$ cat src/rtl/user_out_arbiter_if.sv
// user_out_arbiter_if: requester-side and leaf-side stream signals of the output arbiter.
interface user_out_arbiter_if #(
    parameter int NUM_REQ      = 4,
    parameter int PAYLOAD_BITS = 32,
    parameter int SRC_BITS     = 2
);
    logic [NUM_REQ*PAYLOAD_BITS-1:0] req_din;
    logic [NUM_REQ-1:0]              req_vld;
    logic [NUM_REQ-1:0]              req_ack;
    logic [PAYLOAD_BITS-1:0]         dout;
    logic [SRC_BITS-1:0]             dout_src;
    logic                            vld_out;
    logic                            ack_in;
    logic                            busy;
    logic [15:0]                     xfer_count;
    modport master (
        input  req_din, req_vld, ack_in,
        output req_ack, dout, dout_src, vld_out, busy, xfer_count
    );
    modport slave (
        output req_din, req_vld, ack_in,
        input  req_ack, dout, dout_src, vld_out, busy, xfer_count
    );
endinterface

$ cat src/rtl/user_out_arbiter.sv
// user_out_arbiter: merges NUM_REQ user streams onto one registered leaf port,
// round-robin with a per-owner burst limit.
module user_out_arbiter #(
    parameter int NUM_REQ      = 4,
    parameter int PAYLOAD_BITS = 32,
    parameter int SRC_BITS     = 2,
    parameter int MAX_BURST    = 4
) (
    input logic                clk_user,
    input logic                reset,
    user_out_arbiter_if.master bus
);
    localparam int BW = $clog2(MAX_BURST + 1);
    localparam logic [BW-1:0] BURST_MAX = BW'(MAX_BURST);

    logic [NUM_REQ-1:0][PAYLOAD_BITS-1:0] words;
    logic [PAYLOAD_BITS-1:0]              dout;
    logic [SRC_BITS-1:0]                  dout_src;
    logic [SRC_BITS-1:0]                  last_grant;
    logic [SRC_BITS-1:0]                  grant;
    logic [BW-1:0]                        burst_cnt;
    logic [15:0]                          xfer_count;
    logic                                 vld_out;
    logic                                 load_en;
    logic                                 any_vld;
    logic                                 owner_ok;
    logic                                 take;

    function automatic logic [SRC_BITS-1:0] rr_pick(input logic [NUM_REQ-1:0] vld,
                                                    input logic [SRC_BITS-1:0] last);
        logic [SRC_BITS-1:0] pick;
        logic [SRC_BITS-1:0] k;
        pick = last;
        for (int i = NUM_REQ; i >= 1; i--) begin
            k = SRC_BITS'((int'(last) + i) % NUM_REQ);
            if (vld[k]) pick = k;
        end
        return pick;
    endfunction

    assign words    = bus.req_din;
    assign any_vld  = |bus.req_vld;
    assign load_en  = !vld_out || bus.ack_in;
    // A zero burst count means nobody owns the port, so the search starts after last_grant.
    assign owner_ok = burst_cnt != '0 && burst_cnt < BURST_MAX && bus.req_vld[last_grant];
    assign grant    = owner_ok ? last_grant : rr_pick(bus.req_vld, last_grant);
    assign take     = reset && load_en && any_vld;

    assign bus.req_ack    = take ? NUM_REQ'(1) << grant : '0;
    assign bus.dout       = dout;
    assign bus.dout_src   = dout_src;
    assign bus.vld_out    = vld_out;
    assign bus.busy       = vld_out || any_vld;
    assign bus.xfer_count = xfer_count;

    always_ff @(posedge clk_user or negedge reset) begin
        if (!reset) begin
            dout       <= '0;
            dout_src   <= '0;
            vld_out    <= 1'b0;
            last_grant <= SRC_BITS'(NUM_REQ - 1);
            burst_cnt  <= '0;
            xfer_count <= '0;
        end else begin
            if (take) begin
                dout       <= words[grant];
                dout_src   <= grant;
                vld_out    <= 1'b1;
                last_grant <= grant;
                burst_cnt  <= (grant == last_grant && burst_cnt < BURST_MAX) ? burst_cnt + 1'b1 : BW'(1);
            end else if (load_en) begin
                vld_out <= 1'b0;
            end
            if (!any_vld) burst_cnt <= '0;
            if (vld_out && bus.ack_in) xfer_count <= xfer_count + 16'd1;
        end
    end
endmodule

$ cat src/flat_wrapper.sv
// flat-port wrapper written by rule: the top's interface ports become plain ports
module user_out_arbiter_flat 
#(
    parameter int NUM_REQ      = 4,
    parameter int PAYLOAD_BITS = 32,
    parameter int SRC_BITS     = 2,
    parameter int MAX_BURST    = 4
)
  (clk_user, reset, bus_req_din, bus_req_vld, bus_ack_in, bus_req_ack, bus_dout, bus_dout_src, bus_vld_out, bus_busy, bus_xfer_count);
  user_out_arbiter_if #(.NUM_REQ(NUM_REQ), .PAYLOAD_BITS(PAYLOAD_BITS), .SRC_BITS(SRC_BITS)) bus_i ();
  input logic clk_user;
  input logic reset;
  input wire logic [$bits(bus_i.req_din)-1:0] bus_req_din;
  input wire logic [$bits(bus_i.req_vld)-1:0] bus_req_vld;
  input wire logic [$bits(bus_i.ack_in)-1:0] bus_ack_in;
  output wire logic [$bits(bus_i.req_ack)-1:0] bus_req_ack;
  output wire logic [$bits(bus_i.dout)-1:0] bus_dout;
  output wire logic [$bits(bus_i.dout_src)-1:0] bus_dout_src;
  output wire logic [$bits(bus_i.vld_out)-1:0] bus_vld_out;
  output wire logic [$bits(bus_i.busy)-1:0] bus_busy;
  output wire logic [$bits(bus_i.xfer_count)-1:0] bus_xfer_count;
  assign bus_i.req_din = bus_req_din;
  assign bus_i.req_vld = bus_req_vld;
  assign bus_i.ack_in = bus_ack_in;
  assign bus_req_ack = bus_i.req_ack;
  assign bus_dout = bus_i.dout;
  assign bus_dout_src = bus_i.dout_src;
  assign bus_vld_out = bus_i.vld_out;
  assign bus_busy = bus_i.busy;
  assign bus_xfer_count = bus_i.xfer_count;
  user_out_arbiter #(.NUM_REQ(NUM_REQ), .PAYLOAD_BITS(PAYLOAD_BITS), .SRC_BITS(SRC_BITS), .MAX_BURST(MAX_BURST)) u_core (.clk_user(clk_user), .reset(reset), .bus(bus_i));
endmodule
$ cat config.mk
export PLATFORM = sky130hd
export DESIGN_NAME = user_out_arbiter_flat
export DESIGN_NICKNAME = d
export VERILOG_FILES = /design/src/rtl/user_out_arbiter_if.sv /design/src/rtl/user_out_arbiter.sv /design/src/flat_wrapper.sv
export SDC_FILE = /design/constraint.sdc
export NUM_CORES = 1
export LEC_CHECK = 0
export ABC_AREA = 1
export CORE_MARGIN = 8
export CORE_UTILIZATION = 40
export CTS_BUF_LIST = sky130_fd_sc_hd__clkbuf_16
export DETAILED_ROUTE_END_ITERATION = 8
export PLACE_DENSITY = 0.81
export SYNTH_ARGS = -nofsm -noshare
export SYNTH_HDL_FRONTEND = slang
export SYNTH_SLANG_ARGS = --single-unit
$ cat constraint.sdc
create_clock -name clk_user -period 3.54 [get_ports clk_user]
set_input_delay 0.885 -clock clk_user [delete_from_list [all_inputs] [get_ports clk_user]]
set_output_delay 0.885 -clock clk_user [all_outputs]
set_load 0.02 [all_outputs]
==> reports/results.txt <==
outcome -> finished clean
largest cells by area after synthesis -> dfrtp_1 (36%), nand2_1 (12%), nand3b_1 (12%)
total I/O pin count -> 191
first-pass GRT wire length -> 20900 microns
core area -> 9110 sq um
Syn Inst Count -> 499
WHS -> 0.469 ns
Hold Crit Class -> register to register
share of cells above drive strength 1 -> 13.1%
EDFF count, synth -> 0
die width -> 112 microns
Final Skew -> 0.00848 ns
grt met2 use -> 36.8%
Compound-Gate Fraction of Synth Area -> 5.20%
Switch Pwr -> 2.51 mW
Post-Syn Area -> 3710 sq um
syn_area_per_cell -> 7.43 sq um
GP Congestion -> 0.901
R2R setup slack -> 1.04 ns
Port-buffer cells -> 190
post-DR wirelength/cell -> 15.9 microns
post-synthesis mux area share -> 0%
setup ws final -> 0.108 ns
final WL -> 12900 microns
Power, Total -> 5.06 mW
simple-gate share of the synthesized area -> 44.4%
die area -> 12600 sq um
grt total ovfl -> 0
CTS root buffer -> clkbuf_16
sw frac -> 49.5%
first-pass detailed-route iteration total -> 5
CP Launch Type -> input pin
Vias -> 4053
area delta synth->final -> 59.8%
clock-pin slew of the registers on the worst-case setup and hold paths -> 0.07 ns
detailed-placement wirelength estimate -> 10000 microns
Setup TNS Final -> 0 ns
critical path, cell by cell -> clkdlybuf4s50_1, nand2_1, nand2_2, nand2_1, nand2_1, inv_2, nand2_2, nand2_2, nand2_2, nand2_2, nor2_2, inv_1, nor2_1, buf_2
placed cells -> 799
Post-Layout Inst Area -> 5930 sq um
CTS Buffer Depth -> 2
filler cell count in the final layout -> 778
Flop pwr share -> 21.7%
r2r worst-path depth -> 16
delay of the slowest critical-path stage -> 0.52 ns
insertion delay to the later sink of the worst-skew pair -> 0.29 ns
largest net degree at the start of global routing -> 63
drt via density -> 5.02
Worst path slowest cell -> clkdlybuf4s50_1
# clock sinks -> 56
row count -> 35
sequential area share after synthesis -> 37.9%
antenna viol nets, final -> 0
max-slew headroom at the worst pin -> 45.3%
final std cells w/o fill -> 807
top cell type's share of synthesized area -> 36.4%
VDD IR max -> 0.890 mV
clock share of power -> 9.5%
Yosys cell types -> 29
Final period util -> 97.0%
GRT Total Usage -> 19.9%
hold depth -> 1
initial antenna violation count -> 0
final setup fails -> 0
# nets final -> 833
Async SR Flop Fraction -> 100%
total CTS buffers -> 5
synthesized-area fraction occupied by adder cells -> 1.01%
Crit path top cell by count -> nand2_2
largest family of logic cells by synthesized area -> simple AND/OR/NAND/NOR gates
Max Freq -> 291 MHz
Worst Path Required -> 2.65 ns
Worst-Margin Slew -> 0.814 ns
M1 GR Usage -> 22.1%
count of final hold-check violations -> 0
Comb power frac -> 68.8%
Net Count, Synth -> 637
Antenna Cells -> 0
top_reg_cell synth -> dfrtp_1
#FFs+latches synth -> 56
Worst Path Max Fanout -> 3
pwr/cell area -> 855 nW/um^2
minimum clock period -> 3.43 ns
critical path capture point type -> output port
CP arrival -> 2.55 ns
M3 GR Usage -> 6.07%
Max Cap Viol -> 0
remaining routing DRC violations -> 0
gr busiest metal -> met2
Util after Layout -> 65.1%
pins over their slew limit -> 0
leak pwr -> 2.62 nW
Crit Path Class -> input pin to output port
pre-CTS setup slack -> -0.379 ns
area leader, netlist -> dfrtp_1
drt initial violations -> 237
H-tree levels -> 2
die height -> 112 microns
Pint -> 2.56 mW
number of global-route vias before repair -> 4295
Placed Area -> 5780 sq um
TritonCTS clock tree -> yes
Initial Utilization -> 40.7%
synth warn -> 0
XOR/XNOR Fraction of Synth Area -> 3.54%
[metal layers]
layer,vias to the layer above,wire length [microns],share of wire (%)
met1,1876,5130,40
met3,8,1080,8.4
li1,2006,-,-
met4,0,102,0.79
met2,163,6550,51
met5,-,0,0
[state kept, by name, indices dropped and copies added, names as in the netlist]
name	cells
u_core.burst_cnt	3
u_core.bus.dout	32
u_core.bus.dout_src	2
u_core.bus.vld_out	1
u_core.bus.xfer_count	16
u_core.last_grant	2
[synthesized netlist by cell type, types with 4 or more instances]
cell      instances
xnor2_1           4
dfrtp_1          54
nand3b_1         60
nand2_1         123
xor2_1           11
nand2_2           4
or2_2            30
nor2_1           43
buf_6             4
a21oi_1          33
inv_2             4
clkbuf_1          4
buf_2            15
nand3_1          50
nor3_1            4
inv_1            30
[power by group through the flow]
stage | sequential, mW | combinational (mW) | clock (mW)
CTS | 1.10 | 3.48 | 0.493
global route | 1.13 | 3.84 | 0.519
global placement | 1.09 | 3.39 | 0
floorplan | 1.35 | 1.95 | 0
detailed placement | 1.11 | 3.48 | 0
finish | 1.10 | 3.49 | 0.482
[cell usage in the layout (no fill, tap or decap)]
cell | synthesis | layout
nand3b_1 | 60 | 60
o22ai_1 | 2 | 2
dfrtp_1 | 54 | 54
clkinvlp_4 | 0 | 1
nand3_1 | 50 | 49
clkinv_2 | 0 | 1
xor2_1 | 11 | 11
nor2_1 | 43 | 40
nor4_1 | 3 | 3
buf_4 | 3 | 27
or2_2 | 30 | 30
nand2_1 | 123 | 120
inv_2 | 4 | 4
nand3_2 | 1 | 2
clkinv_1 | 1 | 1
nand4_1 | 3 | 3
clkdlybuf4s50_1 | 0 | 185
buf_2 | 15 | 3
ha_1 | 3 | 3
nand2_4 | 1 | 1
inv_1 | 30 | 31
xnor2_1 | 4 | 4
clkbuf_16 | 0 | 5
nand2_2 | 4 | 7
nor3_2 | 1 | 2
nor3_1 | 4 | 3
a21oi_1 | 33 | 33
nor2_4 | 2 | 2
o21ai_0 | 3 | 3
nor2_2 | 0 | 3
dfstp_2 | 2 | 2
inv_4 | 1 | 1
[worst paths after layout]
| check | start | endpoint |
|---|---|---|
| setup reg to reg | u_core.last_grant[0] | u_core.bus.dout[1] |
| hold reg to reg | u_core.bus.xfer_count[15] | u_core.bus.xfer_count[15] |
| min in group asynchronous | reset | u_core.bus.xfer_count[9] |
| setup / recovery | bus_req_vld[0] | bus_req_ack[0] |
| max in group asynchronous | reset | u_core.burst_cnt[2] |
| hold / removal | u_core.bus.xfer_count[15] | u_core.bus.xfer_count[15] |
[kinds of logic (layout without fill, tap and decap cells)]
| group | after synthesis | in the layout |
|---|---|---|
| AO/OA/AOI/OAI | 38 | 38 |
| buffers and inverters | 62 | 259 |
| XOR/XNOR | 15 | 15 |
| flip-flops | 56 | 56 |
| adder cells (fa/ha/maj) | 3 | 3 |
| AND/OR/NAND/NOR | 325 | 325 |
[critical path: cells and delay by family]
family        cells  cell delay [ns]
simple gates     10             0.85
buf+inv           4             0.80
[final cells by class]
type                    count  area [sq um]  area share (%)
well taps                 111           139            2.34
clock inverters             3          16.3           0.274
multi-input cells         381          2030            34.3
flip-flops and latches     56          1400            23.7
clock buffers               5           125            2.11
inverters                  36           138            2.32
repair buffers            215          2070            34.9
[repair_timing]
action	4_1_cts	5_1_grt
buffers inserted	0	0
pin swaps	0	0
hold buffers	0	0
endpoints found under the setup margin	4	4
cloned	0	0
gates resized for setup	15	11
Note: power is estimated with default switching activity, not from simulation.
